### src/rtl/ahb_bram_slave_pkg.sv
// Shared AHB-Lite encodings for the BRAM responder.
// Ports: none (package). Provides HTRANS_*, HSIZE_* and HRESP_* constants.
// Latency: n/a. Backpressure: n/a.
package ahb_bram_slave_pkg;

    localparam logic [1:0] HTRANS_IDLE   = 2'b00;
    localparam logic [1:0] HTRANS_BUSY   = 2'b01;
    localparam logic [1:0] HTRANS_NONSEQ = 2'b10;
    localparam logic [1:0] HTRANS_SEQ    = 2'b11;

    localparam logic [2:0] HSIZE_8  = 3'b000;
    localparam logic [2:0] HSIZE_16 = 3'b001;
    localparam logic [2:0] HSIZE_32 = 3'b010;

    localparam logic HRESP_OKAY  = 1'b0;
    localparam logic HRESP_ERROR = 1'b1;

endpackage

### src/rtl/ahb_bram_slave_if.sv
// AHB-Lite bus bundle between a master/decoder and the BRAM responder.
// Ports: hsel/haddr/hwrite/hsize/htrans/hwdata/hready towards the slave; hreadyout/hresp/hrdata back.
// Latency: n/a (wires only). Backpressure: carried by hready/hreadyout.
interface ahb_bram_slave_if;
    import ahb_bram_slave_pkg::*;

    logic        hsel;
    logic [31:0] haddr;
    logic        hwrite;
    logic [2:0]  hsize;
    logic [1:0]  htrans;
    logic [31:0] hwdata;
    logic        hready;
    logic        hreadyout;
    logic        hresp;
    logic [31:0] hrdata;

    modport slave (
        input  hsel, haddr, hwrite, hsize, htrans, hwdata, hready,
        output hreadyout, hresp, hrdata
    );

    modport master (
        output hsel, haddr, hwrite, hsize, htrans, hwdata, hready,
        input  hreadyout, hresp, hrdata
    );

endinterface

### src/rtl/ahb_byteen_dec.sv
// Byte-lane decoder: maps HSIZE and the two low address bits to BRAM byte enables.
// Ports: hsize_i, addr_lo_i in; byteen_o (4 lanes), misalign_o out.
// Latency: combinational. Backpressure: none.
module ahb_byteen_dec
    import ahb_bram_slave_pkg::*;
(
    input  logic [2:0] hsize_i,
    input  logic [1:0] addr_lo_i,
    output logic [3:0] byteen_o,
    output logic       misalign_o
);

    always_comb begin
        byteen_o   = 4'b0000;
        misalign_o = 1'b0;
        case (hsize_i)
            HSIZE_8:  byteen_o = 4'b0001 << addr_lo_i;
            HSIZE_16: begin
                // Bit 0 is ignored for lane selection, so a misaligned
                // halfword lands on its aligned lanes when errors are off.
                byteen_o   = addr_lo_i[1] ? 4'b1100 : 4'b0011;
                misalign_o = addr_lo_i[0];
            end
            HSIZE_32: begin
                byteen_o   = 4'b1111;
                misalign_o = |addr_lo_i;
            end
            default: byteen_o = 4'b0000;
        endcase
    end

endmodule

### src/rtl/ahb_bram_slave.sv
// AHB-Lite responder mapping a synchronous block RAM onto the system bus.
// Latency: writes 1 data-phase cycle (zero wait), reads 2 (one wait state), errors 2.
// Backpressure: hreadyout low in RD_WAIT/ERR1; no accept while bus hready_i is low.
// Ports: clk, resetn (async active-low), bus (AHB slave modport), bram_* towards the RAM.
// Build option: define AHB_BRAM_SLV_ERR_EN for ERROR responses on oversize,
// misaligned or out-of-window transfers; without it addresses are aligned/wrapped.
module ahb_bram_slave
    import ahb_bram_slave_pkg::*;
#(
    parameter int AWID     = 10,
    parameter int WIN_BITS = 18
) (
    input  logic                clk,
    input  logic                resetn,
    ahb_bram_slave_if.slave     bus,
    output logic [AWID-1:0]     bram_addr_o,
    output logic                bram_wren_o,
    output logic [3:0]          bram_byteen_o,
    output logic [31:0]         bram_wrdata_o,
    input  logic [31:0]         bram_rddata_i
);

    typedef enum logic [2:0] {
        S_IDLE,
        S_WR_DATA,
        S_RD_WAIT,
        S_RD_DATA
`ifdef AHB_BRAM_SLV_ERR_EN
        ,
        S_ERR1,
        S_ERR2
`endif
    } state_t;

    state_t          state_q, state_d, accept_tgt;
    logic [AWID-1:0] addr_q;
    logic [3:0]      byteen_q;
    logic [3:0]      byteen;
    logic            misalign;
    logic            rdy;
    logic            accept;

    ahb_byteen_dec u_byteen_dec (
        .hsize_i    (bus.hsize),
        .addr_lo_i  (bus.haddr[1:0]),
        .byteen_o   (byteen),
        .misalign_o (misalign)
    );

    // Only stalling states drop ready; everything else may take a pipelined
    // address phase in the same cycle as its own data phase.
    always_comb begin
        rdy = 1'b1;
        if (state_q == S_RD_WAIT) rdy = 1'b0;
`ifdef AHB_BRAM_SLV_ERR_EN
        if (state_q == S_ERR1) rdy = 1'b0;
`endif
    end

    assign accept = bus.hsel & bus.hready & bus.htrans[1] & rdy;

`ifdef AHB_BRAM_SLV_ERR_EN
    logic xfer_err;
    assign xfer_err = (bus.hsize > HSIZE_32) | misalign
                    | (|bus.haddr[WIN_BITS-1:AWID+2]);
    assign accept_tgt = xfer_err    ? S_ERR1
                      : bus.hwrite ? S_WR_DATA : S_RD_WAIT;

    logic unused_ok;
    assign unused_ok = ^{bus.haddr[31:WIN_BITS], bus.htrans[0]};
`else
    // Word index drops haddr[1:0] (forced alignment) and keeps only AWID
    // bits, so out-of-window addresses wrap around the RAM.
    assign accept_tgt = bus.hwrite ? S_WR_DATA : S_RD_WAIT;

    logic unused_ok;
    assign unused_ok = ^{bus.haddr[31:AWID+2], bus.htrans[0], misalign};
`endif

    always_ff @(posedge clk or negedge resetn) begin
        if (!resetn) begin
            state_q  <= S_IDLE;
            addr_q   <= '0;
            byteen_q <= '0;
        end else begin
            state_q <= state_d;
            if (accept) begin
                addr_q   <= bus.haddr[AWID+1:2];
                byteen_q <= byteen;
            end
        end
    end

    always_comb begin
        state_d       = state_q;
        bus.hreadyout = rdy;
        bus.hresp     = HRESP_OKAY;
        bus.hrdata    = '0;
        bram_addr_o   = addr_q;
        bram_wren_o   = 1'b0;
        bram_byteen_o = 4'b0000;
        bram_wrdata_o = '0;
        case (state_q)
            S_IDLE: begin
                if (accept) state_d = accept_tgt;
            end
            S_WR_DATA: begin
                bram_wren_o   = 1'b1;
                bram_byteen_o = byteen_q;
                bram_wrdata_o = bus.hwdata;
                if (accept)          state_d = accept_tgt;
                else if (bus.hready) state_d = S_IDLE;
            end
            S_RD_WAIT: begin
                state_d = S_RD_DATA;
            end
            S_RD_DATA: begin
                bus.hrdata = bram_rddata_i;
                if (accept)          state_d = accept_tgt;
                else if (bus.hready) state_d = S_IDLE;
            end
`ifdef AHB_BRAM_SLV_ERR_EN
            S_ERR1: begin
                bus.hresp = HRESP_ERROR;
                state_d   = S_ERR2;
            end
            S_ERR2: begin
                bus.hresp = HRESP_ERROR;
                if (accept)          state_d = accept_tgt;
                else if (bus.hready) state_d = S_IDLE;
            end
`endif
            default: state_d = S_IDLE;
        endcase
    end

endmodule

### src/flat_wrapper.sv
// flat-port wrapper written by rule: the top's interface ports become plain ports
module ahb_bram_slave_flat import ahb_bram_slave_pkg::*;
#(
    parameter int AWID     = 10,
    parameter int WIN_BITS = 18
)
  (clk, resetn, bram_addr_o, bram_wren_o, bram_byteen_o, bram_wrdata_o, bram_rddata_i, bus_hsel, bus_haddr, bus_hwrite, bus_hsize, bus_htrans, bus_hwdata, bus_hready, bus_hreadyout, bus_hresp, bus_hrdata);
  ahb_bram_slave_if bus_i ();
  input  logic clk;
  input  logic resetn;
  output logic [AWID-1:0] bram_addr_o;
  output logic bram_wren_o;
  output logic [3:0] bram_byteen_o;
  output logic [31:0] bram_wrdata_o;
  input  logic [31:0] bram_rddata_i;
  input wire logic [$bits(bus_i.hsel)-1:0] bus_hsel;
  input wire logic [$bits(bus_i.haddr)-1:0] bus_haddr;
  input wire logic [$bits(bus_i.hwrite)-1:0] bus_hwrite;
  input wire logic [$bits(bus_i.hsize)-1:0] bus_hsize;
  input wire logic [$bits(bus_i.htrans)-1:0] bus_htrans;
  input wire logic [$bits(bus_i.hwdata)-1:0] bus_hwdata;
  input wire logic [$bits(bus_i.hready)-1:0] bus_hready;
  output wire logic [$bits(bus_i.hreadyout)-1:0] bus_hreadyout;
  output wire logic [$bits(bus_i.hresp)-1:0] bus_hresp;
  output wire logic [$bits(bus_i.hrdata)-1:0] bus_hrdata;
  assign bus_i.hsel = bus_hsel;
  assign bus_i.haddr = bus_haddr;
  assign bus_i.hwrite = bus_hwrite;
  assign bus_i.hsize = bus_hsize;
  assign bus_i.htrans = bus_htrans;
  assign bus_i.hwdata = bus_hwdata;
  assign bus_i.hready = bus_hready;
  assign bus_hreadyout = bus_i.hreadyout;
  assign bus_hresp = bus_i.hresp;
  assign bus_hrdata = bus_i.hrdata;
  ahb_bram_slave #(.AWID(AWID), .WIN_BITS(WIN_BITS)) u_core (.clk(clk), .resetn(resetn), .bus(bus_i), .bram_addr_o(bram_addr_o), .bram_wren_o(bram_wren_o), .bram_byteen_o(bram_byteen_o), .bram_wrdata_o(bram_wrdata_o), .bram_rddata_i(bram_rddata_i));
endmodule
### config.mk
export PLATFORM = sky130hd
export DESIGN_NAME = ahb_bram_slave_flat
export DESIGN_NICKNAME = d
export VERILOG_FILES = /design/src/rtl/ahb_bram_slave_pkg.sv /design/src/rtl/ahb_bram_slave_if.sv /design/src/rtl/ahb_byteen_dec.sv /design/src/rtl/ahb_bram_slave.sv /design/src/flat_wrapper.sv
export SDC_FILE = /design/constraint.sdc
export NUM_CORES = 1
export LEC_CHECK = 0
export BUFFER_PORTS_ARGS = -buffer_cell sky130_fd_sc_hd__buf_2
export CAP_MARGIN = 20
export CELL_PAD_IN_SITES_DETAIL_PLACEMENT = 1
export CELL_PAD_IN_SITES_GLOBAL_PLACEMENT = 1
export CORE_MARGIN = 4
export CORE_UTILIZATION = 19
export CTS_BUF_LIST = sky130_fd_sc_hd__clkbuf_4
export DETAILED_ROUTE_END_ITERATION = 12
export PLACE_DENSITY_LB_ADDON = 0.1
export REMOVE_ABC_BUFFERS = 1
export SYNTH_ARGS = -nofsm -noshare
export SYNTH_HDL_FRONTEND = slang
export SYNTH_SLANG_ARGS = --single-unit
### constraint.sdc
create_clock -name clk -period 3.5 [get_ports clk]
set_input_delay 0.35 -clock clk [delete_from_list [all_inputs] [get_ports clk]]
set_output_delay 0.35 -clock clk [all_outputs]
set_load 0.01 [all_outputs]
* After elaboration in Yosys (flattened, before gate mapping)
Index checks and enable logic that the tools add are counted.
** Storage, ports and cells
- Input bits :: 106
- Logic and storage cells :: 30
- Output and inout bits :: 81
- Flip-flop bits (word level) :: 17
** Operators by class
- Reductions and logical operators :: 4
- Mux-type cells :: 12
- Eq/ne operators :: 7
- Bitwise logic cells :: 3
- Shifts and indexed selects :: 1
** Operator list (count)
- 2-to-1 mux 32 bit :: 2
- case mux 4 bit (3 select lines) :: 1
- == test 3 x 2 -> 1 bit, second input constant :: 3
- 2-to-1 mux 3 bit :: 3
- case mux 3 bit (3 select lines) :: 1
- 2-to-1 mux 4 bit :: 2
- == test 3 x 1 -> 1 bit, second input constant :: 2
- zero test 3 bit :: 2
- left shift 1 x 2 -> 4 bit, first input constant :: 1
- AND 1 bit :: 3
- != test 3 x 1 -> 1 bit, second input constant :: 1
- 2-to-1 mux 1 bit :: 2
- 2-to-1 mux 2 bit :: 1
- != test 2 x 1 -> 1 bit, second input constant :: 1
- AND reduction 2 bit :: 1
- OR reduction 2 bit :: 1

* Longest topological paths before layout
Gate-level depths: netlist of the first run.
- Word-level depth :: 5
- Gate-level depth with buffers :: 4
- Gate-level depth less buffers :: 3

* Modules after synthesis
From an unflattened synthesis of the first run, not the netlist that was laid out.
** Unflattened totals
- Cells, all modules :: 135
- Area, all modules :: 1231.2 µm²
** Modules (own cells, without submodules)
- ahb_bram_slave :: times used 1, area each 1148.6 µm², seq. area each 400.4 µm², cells each 119
- ahb_byteen_dec :: times used 1, area each 82.6 µm², seq. area each 0.0 µm², cells each 16

* Least setup slack after synthesis of the first run
No wires, ideal clock.
- Path kind :: reg2out
- Start :: reg u_core.state_q[1]
- End :: out bram_wrdata_o[10]
- Data required time :: 3.150 ns
- Stages on the path, launching flop included :: 4
- Path buffers :: 1
- Slack :: 2.112 ns
- Arrival :: 1.038 ns
- Path through :: dfrtp_1 nor2_4 clkbuf_1 and2_1
** On the way
- Word-level cells in the longest chain between the ends :: 2
** RTL lines
- start: declaration :: line ahb_bram_slave.sv:35 : state_t state_q, state_d, accept_tgt;
- start signal: assignment :: line ahb_bram_slave.sv:86 : state_q <= state_d;
- == test 3 x 1 -> 1 bit :: line ahb_bram_slave.sv:103 : case (state_q)
- 2-to-1 mux 32 bit :: line ahb_bram_slave.sv:103
- end: declaration :: line flat_wrapper.sv:14 : output logic [31:0] bram_wrdata_o;
No other way between the ends.

* Final worst setup path of the first run
- Start :: reg u_core.state_q[1]
- End :: out bram_byteen_o[3]
** On the way
- Word-level cells in the longest chain between the ends :: 2
** RTL lines
- == test 3 x 1 -> 1 bit :: line ahb_bram_slave.sv:103
- 2-to-1 mux 4 bit :: line ahb_bram_slave.sv:103
- end: declaration :: line flat_wrapper.sv:13 : output logic [3:0] bram_byteen_o;
No other way between the ends.

==> results.tsv, run 1 <==
metric	value	unit
HPWL after detailed placement	4080	um
TNS Setup	0	ps
Yosys warning total	0	
largest net degree at the start of global routing	38	
Area Overhead vs Synth	76.3	%
Worst IR Drop VDD	237	uV
via/cell ratio	4.15	
final setup fails	0	
Critical Path, Cell by Cell	nor2_4 -> and2_1 -> buf_2	
Starting Density	19.8	%
Die Span Y	87.0	um
clk slew on worst S/H paths	100	ps
syn_area_per_cell	9.11	um^2
share of the clock period used by the worst path after layout	67.2	%
Global Route Usage Sum	12.0	%
CP max stage cell	dfrtp_1	
Design Power	1110	uW
RD Place Congestion	0.722	
Yosys reg bits	16	
number of global-route vias before repair	1458	
dominant cell type by area after synthesis	dfrtp_1	
CP Launch Type	flop	
dpl ws	1370	ps
first drt pass iteration count	4	
IO buf count	164	
# DRC	0	
synthesized instance count	130	
critical path data arrival time	2000	ps
Critical Path Fanout Max	37	
final worst slack	1150	ps
CTS H-tree depth	1	
placeable core area	5990	um^2
mapped cell area	1180	um^2
Worst-Skew Late Latency	290	ps
Post-CTS Setup Bufs	0	
first-pass GRT wire length	7250	um
Die X	87.0	um
Leak Pwr	0.00139	uW
Crit path max-delay family	simple AND/OR/NAND/NOR gates	
final hold vios	0	
io pins	187	
Overflow after GRT	0	
antenna fix cells	0	
top_reg_cell synth	dfrtp_1	
CTS tree	done	
Seq/Total Area, Yosys	33.8	%
Root Buffer	clkbuf_4	
Yosys cell types	22	
die area	7560	um^2
CP required	3150	ps
post-route clock skew	6.23	ps
initial DRC count	48	
Worst Tran Pin Value	907	ps
clk sink count	16	
PD cells	530	nW/um^2
Post-synth ARST share	100	%
max_slew headroom	39.6	%
largest cells by area after synthesis	dfrtp_1, and2_1, and3_1	
DRT Wirelength	5010	um
RSZ-0062 raised after global routing	false	
EDFF count, synth	0	
Period minus WS final	2350	ps
fraction of layout cells with a size suffix above 1	63.0	%
WHS	234	ps
Num CTS Buffers	3	
Slew Viols, Final	0	
critical path class	flop to output port	
max_cap viols	0	
status	finished clean	
FILL cells	759	
Critical path buffers and inverters	1	
FP Rows	28	
final net count	396	
fin util	34.9	%
area share of the leading cell type in the synthesized netlist	33.8	%
worst hold path class	input pin to flop	
reg2reg setup slack	1680	ps
Clock Path Buffers	2	
initial antenna violation count	0	
WL per Instance	13.8	um
fmax	425	MHz
max incr delay on CP	740	ps
antenna viol nets, final	0	
CP endpoint kind	output port	
via count	1510	
[final timing paths]
| path | startpoint | to | cells after the start |
|---|---|---|---|
| max | u_core.state_q[1] | bram_byteen_o[3] | 3 |
| min | bus_hwrite | u_core.state_q[1] | 2 |
| max reg2reg | u_core.state_q[1] | u_core.bram_addr_o[8] | 3 |
| min reg2reg | u_core.byteen_q[2] | u_core.byteen_q[2] | 1 |
| max in group asynchronous | resetn | u_core.state_q[0] | 2 |
| min in group asynchronous | resetn | u_core.bram_addr_o[9] | 2 |
[worst register-to-register path: cells and delay by family, from the launching register on]
family           cells  cell delay, ps
flip-flops           1             950
multiplexers         1             370
AND/OR/NAND/NOR      2             390
[layer usage]
| metal | track usage [%] | routed length, um | up-vias | share of wire, % |
|---|---|---|---|---|
| li1 | - | - | 756 | - |
| met1 | 14.0 | 1950 | 652 | 39 |
| met2 | 20.6 | 2310 | 98 | 46 |
| met3 | 5.01 | 706 | 4 | 14 |
| met4 | 2.27 | 44 | 0 | 0.88 |
| met5 | 0 | 0 | - | 0 |
[cell usage in the layout, fill, tap and decap left out, drive strengths merged]
cell / synthesis / layout
nand3: 1 / 1
a21oi: 4 / 4
nor2b: 1 / 1
o2bb2ai: 5 / 5
clkinv: 0 / 1
inv: 3 / 3
conb: 1 / 1
dfrtp: 16 / 16
buf: 3 / 165
dlygate4sd3: 0 / 1
and2: 36 / 36
or2: 1 / 1
and3: 32 / 32
nand2b: 3 / 3
clkbuf: 8 / 3
nand4b: 1 / 1
nor2: 1 / 1
mux2: 10 / 10
o221ai: 1 / 1
nand2: 3 / 3
[flip-flops by register name, indices dropped and copies added (netlist names)]
name,cells
u_core.bram_addr_o,10
u_core.byteen_q,4
u_core.state_q,2
[logic make-up after synthesis]
| family | count (synthesis) | synth area share [%] |
|---|---|---|
| simple gates | 79 | 42.9 |
| mux | 10 | 11.4 |
| other cells | 1 | 0.316 |
| flops | 16 | 33.8 |
| compound gates | 10 | 6.12 |
| buf+inv | 14 | 5.49 |
[power breakdown]
part / total (uW) / internal, uW / leakage, uW / switching [uW]
Sequential: 308 / 248 / 0.000195 / 60.7
Combinational: 696 / 333 / 0.00118 / 363
Clock: 103 / 41.4 / 0.0000154 / 61.3
[cell usage after synthesis (2+ instances only)]
master,instances
clkbuf_1,8
nand2b_4,2
dfrtp_1,16
nand2_1,3
mux2_4,6
o2bb2ai_1,5
mux2_2,4
a21oi_1,4
and2_1,36
inv_1,3
and3_1,32
[cell type report]
class | instances | area [um^2] | area share [%]
repair buffers | 166 | 838 | 40.1
multi-input cells | 100 | 719 | 34.4
flip-flops and latches | 16 | 400 | 19.2
well taps | 75 | 93.8 | 4.49
clock buffers | 3 | 22.5 | 1.08
inverters | 3 | 11.3 | 0.539
clock inverters | 1 | 3.75 | 0.180
[through the flow]
| stage | std cells | area, um^2 |
|---|---|---|
| 3_5_place_dp | 359 | 2050 |
| 6_report | 364 | 2090 |
| 5_1_grt | 364 | 2090 |
| 4_1_cts | 364 | 2090 |
| 2_1_floorplan | 119 | 1130 |
| 3_3_place_gp | 359 | 2050 |
[repair_timing]
action                                  CTS  global route
endpoints found under the hold margin    16             0
gates resized for setup                   0             0
hold buffers                              1             0
endpoints found under the setup margin    0             0
Power figures use the tool's default switching activity.
==> inputs of run 2 (changes only) <==
- CORE_UTILIZATION: 19 -> 17
- clock period: 3.5 -> 2.2 ns (I/O delays scaled with it)
==> run 2 against run 1 <==
- routed wire length grew 7.7%
- final area grew 2.2%
- combinational power grew 67%
- utilization shrank 3.5 points
- critical path type unchanged
- largest cell class unchanged
- clock skew is essentially flat
- hold slack lost 120 ps
- count of clock-buffer cells in the layout is the same
- critical endpoint is now bram_wrdata_o[8]
- final cell count grew 6.3%
- via count grew 1.3%
- sequential power grew 58%
- register-to-register slack lost 880 ps
==> results.tsv, run 2 (same netlist as run 1, synthesis figures left out) <==
metric	value	unit	change
final net count	398		was 396
Global Route Usage Sum	11.4	%	was 12.0%
CP required	1980	ps	was 3150 ps
commonest non-fill, non-tap cells in the layout	buf_2, and2_1, and3_1		unchanged
net switching power	797	uW	was 485 uW
Post-CTS Setup Bufs	0		unchanged
Net Sw Frac	44.2	%	was 43.8%
FP Rows	30		was 28
post-route clock skew	5.96	ps	was 6.23 ps
RSZ-0062 raised after global routing	false		unchanged
CP Launch Type	flop		unchanged
Largest register FFs	10		unchanged
via count	1529		was 1510
largest net degree at the start of global routing	38		unchanged
sequential share of power	27.0	%	was 27.9%
Die Span Y	91.5	um	was 87.0 um
placeable core area	6790	um^2	was 5990 um^2
Slew Viols, Final	0		unchanged
FILL cells	883		was 759
antenna viol nets, final	0		unchanged
HPWL after detailed placement	4440	um	was 4080 um
final worst slack	302	ps	was 1150 ps
CTS tree	done		unchanged
Worst-Skew Late Latency	280	ps	was 290 ps
clk sink count	16		unchanged
Starting Density	17.4	%	was 19.8%
CTS H-tree depth	1		unchanged
TNS Setup	0	ps	unchanged
max_cap viols	0		unchanged
Area Overhead vs Synth	80.1	%	was 76.3%
Cell Area, Placed	2090	um^2	was 2050 um^2
first-pass GRT wire length	7910	um	was 7250 um
Root Buffer	clkbuf_4		unchanged
RD Place Congestion	0.675		was 0.722
# DRC	0		unchanged
fmax	527	MHz	
fraction of layout cells with a size suffix above 1	63.2	%	was 63.0%
die area	8370	um^2	was 7560 um^2
reg2reg path depth	3		unchanged
initial antenna violation count	0		unchanged
hold path depth	2		unchanged
Clock Path Buffers	2		unchanged
Critical Path Fanout Max	19		was 37
worst hold path class	input pin to flop		unchanged
clk slew on worst S/H paths	90	ps	was 100 ps
final hold vios	0		unchanged
Final Cell Area	2130	um^2	was 2090 um^2
final setup fails	0		unchanged
clock share of power	8.5	%	was 9.3%
Die X	91.5	um	was 87.0 um
Overflow after GRT	0		unchanged
multi-input logic area	731	um^2	was 719 um^2
initial DRC count	17		was 48
PD cells	844	nW/um^2	was 530 nW/um^2
Reg area	400	um^2	unchanged
Num CTS Buffers	3		unchanged
via/cell ratio	3.95		was 4.15
DRT Wirelength	5400	um	was 5010 um
Leak Pwr	0.00140	uW	was 0.00139 uW
critical path data arrival time	1680	ps	was 2000 ps
IO buf count	164		unchanged
first drt pass iteration count	4		unchanged
P_int	1000	uW	was 623 uW
dpl ws	445	ps	was 1370 ps
antenna fix cells	0		unchanged
WL per Instance	13.9	um	was 13.8 um
critical path class	flop to output port		unchanged
io pins	187		unchanged
number of global-route vias before repair	1493		was 1458
Period minus WS final	1900	ps	
Worst IR Drop VDD	409	uV	was 237 uV
commonest non-fill, non-tap cell in the layout	buf_2		unchanged
CP endpoint kind	output port		unchanged
share of the clock period used by the worst path after layout	86.3	%	
combinational share of power	64.5	%	was 62.9%
status	finished clean		unchanged
[run 2: critical path: stages (launching register included)]
cell and delay [ps]:
dfrtp_1 530, inv_1 210, nor2_4 330, and2_1 190
buf_2 130
[run 2: repair_timing]
action | 4_1_cts | 5_1_grt
endpoints found under the hold margin | 16 | 0
hold buffers | 1 | 0
resized for setup | 0 | 1
endpoints found under the setup margin | 0 | 28
[run 2: metal layers]
metal  up-vias  track usage (%)  wire length, um
met1       673             13.3             1970
met3         2             3.07              657
li1        763                -                -
met5         -                0                0
met4         0             1.51               10
met2        91             21.2             2760
[run 2: area by class of cell]
cell class | count | area share, %
clock buffers | 3 | 1.06
multi-input cells | 101 | 34.2
well taps | 96 | 5.63
clock inverters | 1 | 0.176
flip-flops and latches | 16 | 18.8
repair buffers | 167 | 39.6
inverters | 3 | 0.528
[run 2: path summary, 6_finish.rpt]
check | startpoint | to | slack, ps
max in group asynchronous | resetn | u_core.bram_addr_o[5] | 1540
max | u_core.state_q[0] | bram_wrdata_o[8] | 300
min in group asynchronous | resetn | u_core.bram_addr_o[4] | 390
min reg2reg | u_core.byteen_q[1] | u_core.byteen_q[1] | 490
min | bus_hwrite | u_core.state_q[1] | 120
max reg2reg | u_core.state_q[0] | u_core.bram_addr_o[8] | 800
[run 2: power by group through the flow]
stage,registers [uW],clock network [uW],logic (uW)
global placement,483,0,1160
floorplan,549,0,541
global route,507,181,1290
CTS,480,164,1170
detailed placement,482,0,1170
finish,486,152,1160
[run 2: through the flow]
step | power, uW | utilization, % | hold WS [ps] | cells
after floorplan | 1090 | - | -75.6 | 119
after global placement | 1650 | 30.7 | 162 | 381
after detailed placement | 1650 | 30.7 | 160 | 381
after CTS | 1810 | 31.3 | 108 | 386
after global routing | 1980 | 31.4 | 106 | 387
final | 1800 | 31.4 | 118 | 387
